**config.mk**
```make
export PLATFORM = sky130hd
export DESIGN_NAME = detect_stream_ctrl_flat
export DESIGN_NICKNAME = d
export VERILOG_FILES = /design/src/rtl/detect_stream_ctrl_pkg.sv /design/src/rtl/detect_stream_ctrl_if.sv /design/src/rtl/detect_stream_ctrl_piso_shift.sv /design/src/rtl/detect_stream_ctrl.sv /design/src/flat_wrapper.sv
export SDC_FILE = /design/constraint.sdc
export NUM_CORES = 1
export LEC_CHECK = 0
export ABC_AREA = 1
export CAP_MARGIN = 10
export CORE_UTILIZATION = 52
export CTS_CLUSTER_SIZE = 28
export DETAILED_ROUTE_END_ITERATION = 16
export PLACE_DENSITY_LB_ADDON = 0.25
export RECOVER_POWER = 100
export REMOVE_ABC_BUFFERS = 1
export SLEW_MARGIN = 20
export SYNTH_ARGS = -nofsm -noshare
export SYNTH_HDL_FRONTEND = slang
export SYNTH_SLANG_ARGS = --single-unit
```
**constraint.sdc**
```tcl
create_clock -name i_clk -period 1.35 [get_ports i_clk]
set_input_delay 0.2025 -clock i_clk [delete_from_list [all_inputs] [get_ports i_clk]]
set_output_delay 0.2025 -clock i_clk [all_outputs]
set_load 0.02 [all_outputs]
```
**src/rtl/detect_stream_ctrl_pkg.sv**
```systemverilog
// Shared types for the detector stream controller: FSM state encoding and
// the deepest detector flag latency the valid delay line supports.
package detect_pkg;

   typedef enum logic [2:0] {
      IDLE,
      CLEAR,
      SHIFT,
      DRAIN,
      DONE
   } state_t;

   localparam int FLAG_LAT_MAX = 3;

endpackage

```
**src/rtl/detect_stream_ctrl_if.sv**
```systemverilog
// Host + detector signal bundle for detect_stream_ctrl. The controller takes
// the slave view; the host/detector side takes the master view.
interface detect_stream_ctrl_if #(
   parameter int WIDTH = 32,
   parameter int CNT_W = 6
);
   logic             start;
   logic [WIDTH-1:0] data;
   logic             busy;
   logic             done;
   logic [CNT_W-1:0] hit_cnt;
   logic             det_rst;
   logic             det_din;
   logic             det_flag;

   modport master (
      output start, data, det_flag,
      input  busy, done, hit_cnt, det_rst, det_din
   );

   modport slave (
      input  start, data, det_flag,
      output busy, done, hit_cnt, det_rst, det_din
   );
endinterface

```
**src/rtl/detect_stream_ctrl_piso_shift.sv**
```systemverilog
// Parallel-in serial-out shifter, LSB first. Load takes priority over shift.
module piso_shift #(
   parameter int WIDTH = 32
) (
   input  logic             i_clk,
   input  logic             i_rst,
   input  logic             i_load,
   input  logic             i_shift,
   input  logic [WIDTH-1:0] i_data,
   output logic             o_sout
);
   logic [WIDTH-1:0] r_shreg;

   always_ff @(posedge i_clk) begin
      if (i_rst)        r_shreg <= '0;
      else if (i_load)  r_shreg <= i_data;
      else if (i_shift) r_shreg <= r_shreg >> 1;
   end

   assign o_sout = r_shreg[0];
endmodule

```
**src/rtl/detect_stream_ctrl.sv**
```systemverilog
// Streams a parallel word into a serial sequence detector and counts its
// flag hits over exactly the WIDTH-bit window, offset by the flag latency.
module detect_stream_ctrl
   import detect_pkg::*;
#(
   parameter int WIDTH    = 32,
   parameter int CNT_W    = 6,
   parameter int FLAG_LAT = 1
) (
   input logic                 i_clk,
   input logic                 i_rst,
   detect_stream_ctrl_if.slave bus
);
   localparam int LAT  = (FLAG_LAT > FLAG_LAT_MAX) ? FLAG_LAT_MAX : FLAG_LAT;
   localparam int BC_W = (WIDTH > 4) ? $clog2(WIDTH) : 2;

   state_t           r_state, w_next;
   logic             w_load, w_in_shift, w_vld_dly, w_sout;
   logic [BC_W-1:0]  r_bit_cnt;
   logic [CNT_W-1:0] r_hit_cnt;

   always_ff @(posedge i_clk) begin
      if (i_rst) r_state <= IDLE;
      else       r_state <= w_next;
   end

   always_comb begin
      w_next = r_state;
      w_load = 1'b0;
      case (r_state)
         IDLE:  if (bus.start) begin
                   w_next = CLEAR;
                   w_load = 1'b1;
                end
         CLEAR: w_next = SHIFT;
         SHIFT: if (r_bit_cnt == BC_W'(WIDTH - 1)) w_next = (LAT == 0) ? DONE : DRAIN;
         DRAIN: if (r_bit_cnt == BC_W'(LAT - 1)) w_next = DONE;
         DONE:  w_next = IDLE;
         default: w_next = IDLE;
      endcase
   end

   assign w_in_shift  = (r_state == SHIFT);
   assign bus.busy    = (r_state == CLEAR) || (r_state == SHIFT) || (r_state == DRAIN);
   assign bus.done    = (r_state == DONE);
   assign bus.det_rst = i_rst || (r_state == CLEAR);
   assign bus.det_din = w_in_shift && w_sout;
   assign bus.hit_cnt = r_hit_cnt;

   piso_shift #(.WIDTH(WIDTH)) u_piso (
      .i_clk   (i_clk),
      .i_rst   (i_rst),
      .i_load  (w_load),
      .i_shift (w_in_shift),
      .i_data  (bus.data),
      .o_sout  (w_sout)
   );

   // One counter serves both the SHIFT bit index and the DRAIN length.
   always_ff @(posedge i_clk) begin
      if (i_rst || (w_next != r_state)) r_bit_cnt <= '0;
      else if (w_in_shift || (r_state == DRAIN)) r_bit_cnt <= r_bit_cnt + BC_W'(1);
   end

   // Bit-valid delayed to line up with the detector's flag for that bit.
   generate
      if (LAT == 0) begin : g_nolat
         assign w_vld_dly = w_in_shift;
      end else begin : g_lat
         logic [LAT-1:0] r_vld_pipe;
         always_ff @(posedge i_clk) begin
            if (i_rst) r_vld_pipe <= '0;
            else begin
               r_vld_pipe[0] <= w_in_shift;
               for (int i = 1; i < LAT; i++) r_vld_pipe[i] <= r_vld_pipe[i-1];
            end
         end
         assign w_vld_dly = r_vld_pipe[LAT-1];
      end
   endgenerate

   always_ff @(posedge i_clk) begin
      if (i_rst || w_load) r_hit_cnt <= '0;
      else if (w_vld_dly && bus.det_flag && (r_hit_cnt != '1))
         r_hit_cnt <= r_hit_cnt + CNT_W'(1);
   end
endmodule

```
**src/flat_wrapper.sv**
```systemverilog
// flat-port wrapper written by rule: the top's interface ports become plain ports
module detect_stream_ctrl_flat import detect_pkg::*;
#(
   parameter int WIDTH    = 32,
   parameter int CNT_W    = 6,
   parameter int FLAG_LAT = 1
)
  (i_clk, i_rst, bus_start, bus_data, bus_det_flag, bus_busy, bus_done, bus_hit_cnt, bus_det_rst, bus_det_din);
  detect_stream_ctrl_if #(.WIDTH(WIDTH), .CNT_W(CNT_W)) bus_i ();
  input logic i_clk;
  input logic i_rst;
  input wire logic [$bits(bus_i.start)-1:0] bus_start;
  input wire logic [$bits(bus_i.data)-1:0] bus_data;
  input wire logic [$bits(bus_i.det_flag)-1:0] bus_det_flag;
  output wire logic [$bits(bus_i.busy)-1:0] bus_busy;
  output wire logic [$bits(bus_i.done)-1:0] bus_done;
  output wire logic [$bits(bus_i.hit_cnt)-1:0] bus_hit_cnt;
  output wire logic [$bits(bus_i.det_rst)-1:0] bus_det_rst;
  output wire logic [$bits(bus_i.det_din)-1:0] bus_det_din;
  assign bus_i.start = bus_start;
  assign bus_i.data = bus_data;
  assign bus_i.det_flag = bus_det_flag;
  assign bus_busy = bus_i.busy;
  assign bus_done = bus_i.done;
  assign bus_hit_cnt = bus_i.hit_cnt;
  assign bus_det_rst = bus_i.det_rst;
  assign bus_det_din = bus_i.det_din;
  detect_stream_ctrl #(.WIDTH(WIDTH), .CNT_W(CNT_W), .FLAG_LAT(FLAG_LAT)) u_core (.i_clk(i_clk), .i_rst(i_rst), .bus(bus_i));
endmodule
```
==> run metrics, run 1 <==
Leak Pwr=roughly 1.4 nW; TritonCTS clock tree=built; post-synthesis sequential area ratio=39.2%; Worst slew margin=72.3%; CTS root buffer=clkbuf_8; Setup crit start kind=register; drt pass-1 iters=5; DR vias/cell=about 6.6; Crit Path Class=register to primary output; Ant. Diodes=0; Post-Syn Instances=314; clock skew=8.52 ps; TritonCTS Buffers=5; WL met3=~650 um; power per cell area=~950 nW/um2; Ports=46; depth of the worst register-to-register path=8; hold path endpoint=u_core.u_piso.r_shreg[21]; pre-CTS WS=-383 ps; Initial Util=54.7%; Sw Share=between 20 and 30%; YS warnings=0; Chip Height=between 60 and 70 um; initial drt markers=between 400 and 500; r2r endpoint=u_core.u_piso.r_shreg[3]; Worst-Margin Slew=between 400 and 500 ps; ys async rst share=0%; first-pass GRT wire length=10900 um; H-Tree Depth=2; Routed WL per cell=between 15 and 20 um; GRT Util Overall=between 20 and 30%; status=complete, but fails checks; area grow syn2layout=53.9%; global route overflow=0; Clock Tree Buf Depth=2; die width=about 70 um; row cnt=24; fin. max-slew vios=0; Antenna Nets Post-Route=0; Met2 Wirelength=4280 um; share of power burned in registers=between 40% and 50%; Fmax=~0.66 GHz; initial antenna violation count=0; crit share post-route=112%; R2R setup slack=-150 ps; layout cells sized above 1=about 30%; mean post-synth cell area=between 7 and 8 um2; WL met1=around 3500 um; VDD IR max=about 0.56 mV; clock sinks=47; hold buffer count at CTS=0; power share of the clock group=approximately 30%; total power=3.50 mW; P_int=roughly 2.5 mW; WP data arrival=roughly 1300 ps; die area=a little under 5000 um2; critical-path maximum fanout=3; Hold WC Path Type=input port to register; Fin. Hold Viols=0; Max Used Layer=met4; Mapped Area=around 2400 um2; NetSw=1.03 mW; Final Critical Period=1510 ps; DP HPWL=approximately 3700 um; nets@finish=approximately 430; setup ws final=-165 ps; via count=between 2k and 3k; RSZ-0062 raised after global routing=true; RD Place Congestion=between 0.7 and 0.8; WL final=~9000 um; Yosys reg bits=47; Post-synth EDFFs=0; DRC viols=0; predominant post-synthesis flop cell=dfxtp_1; worst skew pair latency=roughly 310 ps; Finished Layout Cells=between 400 and 500; CP Data Required Time=approximately 1200 ps; CP Capture Type=primary output; Synth cell types=24; final setup vio count=48; Clk pin slew, worst setup/hold paths=~90 ps; reg-to-reg startpoint=u_core.r_state[0]; # port buffers=45; combinational share of power=approximately a quarter; failing checks=setup timing; largest net degree at the start of global routing=39; vias in the first global route=between 2k and 2.5k; hold_sp=bus_data[21]; MaxCap Viol Count=0; Worst Hold Depth=3; Post-Place Cells=410; core area=approximately 4400 um2
==> cell usage in the layout, fill, tap and decap left out, drive strengths merged <==
master         instances
buf                   50
o31ai                  1
clkbuf                 7
o21bai                 1
nand2                 35
nor2                  19
ha                     4
o21ai                  4
inv                   24
clkdlybuf4s50         35
xor2                   2
a31oi                 32
dfxtp                 47
a21oi                  8
clkdlybuf4s15          1
nand4                 66
bufbuf                 2
clkinv                 2
bufinv                 1
nand3                 39
nor3                   2
dlygate4sd2            5
==> logic make-up after synthesis <==
| family | Yosys count | share of synthesized area (%) |
|---|---|---|
| XOR/XNOR | 2 | 0.730 |
| buffers and inverters | 55 | 10.7 |
| AO/OA/AOI/OAI | 46 | 11.8 |
| AND/OR/NAND/NOR | 160 | 35.4 |
| flip-flops | 47 | 39.2 |
| adder cells (fa/ha/maj) | 4 | 2.09 |
==> cell usage after synthesis, types with 3 or more instances <==
library cell | number | area (um2)
clkbuf_1 | 7 | 26.3
inv_1 | 22 | 82.6
buf_2 | 20 | 100
a31oi_1 | 32 | 200
dfxtp_1 | 47 | 941
nand4_1 | 66 | 413
nand2_1 | 33 | 124
nor2_1 | 18 | 67.6
buf_6 | 3 | 33.8
nand3_1 | 37 | 185
ha_1 | 4 | 50.1
a21oi_1 | 8 | 40.0
==> worst max path at each step <==
stage	start	depth (start not counted)	end	slack, ps
2_1_floorplan	u_core.r_state[1]	5	u_core.bus.hit_cnt[5]	-900
3_3_place_gp	i_rst	4	bus_det_rst	-390
3_5_place_dp	i_rst	4	bus_det_rst	-380
4_1_cts	u_core.r_state[0]	6	bus_det_din	-140
5_1_grt	u_core.r_state[0]	6	bus_det_din	-190
6_report	u_core.r_state[0]	6	bus_det_din	-160
==> through the flow <==
step | hold WS [ps] | setup TNS, ps | cell area [um2] | utilization (%)
2_1_floorplan | 272 | -34080 | 2230 | -
4_1_cts | 484 | -349 | 3370 | 76.8
6_report | 486 | -3380 | 3690 | 84.2
3_3_place_gp | 470 | -4870 | 2980 | 68.1
5_1_grt | 500 | -4910 | 3690 | 84.2
3_5_place_dp | 484 | -5120 | 2980 | 68.1
==> area by class of cell <==
type	instances	area (um2)
Inverter	24	92.6
Clock buffer	5	68.8
Tap cell	52	65.1
Clock inverter	3	43.8
Timing Repair Buffer	95	1010
Fill cell	235	692
Multi-Input combinational cell	213	1470
Sequential cell	47	947
==> critical path, stage by stage (launching register included) <==
cell and delay (ps):
dfxtp_2 350, buf_6 120, inv_4 50, buf_6 110
nand3_4 120, nor2_4 130, buf_6 120
==> flip-flops by register name, summed over array words and instances (netlist names) <==
name                     cells
u_core.u_piso.r_shreg       32
u_core.bus.hit_cnt           6
u_core.r_bit_cnt             5
u_core.r_state               3
u_core.g_lat.r_vld_pipe      1
==> timing repair <==
action,4_1_cts,5_1_grt
hold endpoints to repair,0,0
pin swaps,5,11
gates cloned,3,2
resized for setup,56,55
endpoints found under the setup margin,53,47
setup buffers,10,6
==> routing by layer <==
layer | vias up | track usage (%)
met2 | 190 | 44.8
met1 | 1353 | 36.7
met5 | - | 0
met4 | 0 | 10.4
li1 | 1299 | -
met3 | 40 | 4.47
==> power groups by stage <==
stage	Clock [mW]	Combinational, mW	Sequential (mW)
after floorplan	0	0.263	1.55
after CTS	1.06	0.739	1.51
after global routing	1.11	0.951	1.54
after global placement	0	0.582	1.54
after detailed placement	0	0.590	1.54
final	1.06	0.907	1.54
(Power assumes the default switching activity.)
==> run 2: changes to the inputs <==
Settings changed: CTS_BUF_LIST from default to sky130_fd_sc_hd__clkbuf_16, CTS_CLUSTER_DIAMETER from default to 150.
==> run 2 against run 1 <==
  * The run still ends with setup timing left
  * Largest cell class unchanged
  * Clock skew is 3.4 ps lower
  * Critical path type is now register to register
  * Largest power group unchanged
  * Global-route usage is 0.44 points lower
  * Critical endpoint is now u_core.u_piso.r_shreg[29]
  * Die area stayed put
==> run metrics, run 2 (synthesis gave the netlist of run 1 again) <==
Leak Pwr=1.43 nW (was 1.41 nW); Ant. Diodes=0 (unchanged); first-pass GRT wire length=10700 um (was 10900 um); hold path endpoint=u_core.u_piso.r_shreg[31] (was u_core.u_piso.r_shreg[21]); largest net degree at the start of global routing=39 (unchanged); crit share post-route=111% (was 112%); global route overflow=0 (unchanged); MaxCap Viol Count=0 (unchanged); hold buffer count at CTS=0 (unchanged); H-Tree Depth=2 (unchanged); Worst slew margin=72.9% (was 72.3%); Top reg by flops=u_core.u_piso.r_shreg (unchanged); hold_ws=484 ps (was 486 ps); # port buffers=45 (unchanged); CP Capture Type=register (was primary output); setup ws final=-148 ps (was -165 ps); power per cell area=1030 nW/um2 (was 948 nW/um2); Fin. Hold Viols=0 (unchanged); status=complete, but fails checks (unchanged); DR vias/cell=6.61 (was 6.56); R2R setup slack=-150 ps (about the same); RSZ-0062 raised after global routing=true (unchanged); number of flip-flops in the largest register=32 (unchanged); clock sinks=47 (unchanged); r2r endpoint=u_core.u_piso.r_shreg[29] (was u_core.u_piso.r_shreg[3]); CP Data Required Time=1530 ps (was 1150 ps); failing checks=setup timing (unchanged); area grow syn2layout=56.4% (was 53.9%); Hold WC Path Type=register to register (was input port to register); core area=4380 um2 (unchanged); NetSw=1.06 mW (was 1.03 mW); Routed WL per cell=19.9 um (about the same); nets@finish=425 (was 426); clock skew=5.17 ps (was 8.52 ps); Finished Layout Cells=438 (was 439); die area=4890 um2 (unchanged); final instance area=3750 um2 (was 3690 um2); die width=69.9 um (unchanged); WL final=8710 um (was 8750 um); Setup crit start kind=register (unchanged); commonest non-fill, non-tap cell in the layout=nand4_1 (unchanged); Clk pin slew, worst setup/hold paths=70 ps (was 90 ps); DP HPWL=3740 um (unchanged); Chip Height=69.9 um (unchanged); Sw Share=27.4% (was 29.4%); area post-placement=2980 um2 (unchanged); combinational share of power=23.8% (was 25.9%); GRT Util Overall=27.1% (was 27.5%); hold_sp=u_core.u_piso.r_shreg[31] (was bus_data[21]); reg-to-reg startpoint=u_core.r_state[0] (unchanged); DRC viols=0 (unchanged); power share of the clock group=36.5% (was 30.2%); Antenna Nets Post-Route=0 (unchanged); VDD IR max=0.698 mV (was 0.562 mV); row cnt=24 (unchanged); initial antenna violation count=0 (unchanged); share of power burned in registers=39.7% (was 43.9%); final setup vio count=31 (was 48); Final Critical Period=1500 ps (was 1510 ps); critical-path maximum fanout=8 (was 3); Clock Tree Buf Depth=2 (unchanged); depth of the worst register-to-register path=8 (unchanged); layout cells sized above 1=29.0% (was 29.2%); worst skew pair latency=290 ps (was 310 ps); initial drt markers=381 (was 444); Worst-Margin Slew=407 ps (was 416 ps); Layout fillers=221 (was 235); WP data arrival=1680 ps (was 1310 ps); vias in the first global route=2370 (was 2352); Fmax=0.668 GHz (was 0.660 GHz); Crit Path Class=register to register (was register to primary output); most frequent cells in the layout=66 x nand4_1, 45 x dfxtp_1, 35 x clkdlybuf4s50_1 (was 66 x nand4_1, 44 x dfxtp_1, 35 x clkdlybuf4s50_1); Post-Place Cells=410 (unchanged); CTS root buffer=clkbuf_16 (was clkbuf_8); total power=3.86 mW (was 3.50 mW); fin. max-slew vios=0 (unchanged); Worst Hold Depth=2 (was 3); final setup TNS=-1250 ps (was -3380 ps); RD Place Congestion=0.789 (unchanged); P_int=2.80 mW (was 2.47 mW); Initial Util=54.7% (unchanged); TritonCTS Buffers=5 (unchanged); drt pass-1 iters=5 (unchanged); Ports=46 (unchanged); TritonCTS clock tree=built (unchanged); via count=2896 (was 2882)
==> run 2: changes by cell type in the layout (fill, tap and decap cells not counted), sizes merged <==
cell    delta
buf        -2
bufbuf     -1
clkbuf     +1
nand3      +1
==> run 2: final cells by class <==
class / instances / area (um2) / share of cell area (%)
multi-input combinational: 214 / 1460 / 39.0
timing repair buffer: 93 / 1020 / 27.1
sequential: 47 / 946 / 25.2
clock buffer: 5 / 125 / 3.33
inverter: 24 / 92.6 / 2.47
tap: 52 / 65.1 / 1.73
clock inverter: 3 / 43.8 / 1.17
==> run 2: how the worst max path moves through the flow <==
stage                           start                   endpoint  depth (start not counted)
floorplan           u_core.r_state[1]      u_core.bus.hit_cnt[5]                          5
global placement                i_rst                bus_det_rst                          4
detailed placement              i_rst                bus_det_rst                          4
CTS                 u_core.r_state[0]                bus_det_din                          6
global route        u_core.r_state[0]  u_core.u_piso.r_shreg[29]                          8
finish              u_core.r_state[0]  u_core.u_piso.r_shreg[29]                          8
==> run 2: metrics by stage <==
stage	util (%)	worst slack [ps]
after floorplan	-	-904
after global placement	68.1	-391
after detailed placement	68.1	-383
after CTS	76.4	-77.7
after global routing	85.6	-155
final	85.6	-148
==> run 2: power by group through the flow <==
stage                     clock network (mW)  logic [mW]  registers, mW
after floorplan                            0       0.263           1.55
after global placement                     0       0.582           1.54
after detailed placement                   0       0.590           1.54
after CTS                               1.41       0.707           1.51
after global routing                    1.47       0.965           1.54
final                                   1.41       0.919           1.53
==> run 2: routing by layer <==
metal | GRT usage [%] | vias to the layer above | wire (um)
li1 | - | 1305 | -
met1 | 35.2 | 1347 | 3130
met2 | 45.0 | 203 | 4420
met3 | 3.75 | 41 | 767
met4 | 11.8 | 0 | 396
met5 | 0 | - | 0
==> run 2: worst max-delay path: stages, from the launching register on <==
cell and delay, ps:
dfxtp_2 350, buf_6 100, inv_4 30, buf_6 110, nand3_4 130, buf_12 170
clkbuf_16 150, nand3_2 70, a31oi_1 270
==> run 2: timing repair <==
action / CTS / global route
setup buffers: 7 / 6
resized for setup: 53 / 60
pin swaps: 4 / 16
endpoints found under the setup margin: 53 / 44
gates cloned: 2 / 5
==> run 3: changes to the inputs <==
Settings changed: HOLD_SLACK_MARGIN from default to 0.03.
==> results of run 3 <==
No change in the layout: final DEF, timing and power equal those of run 2.
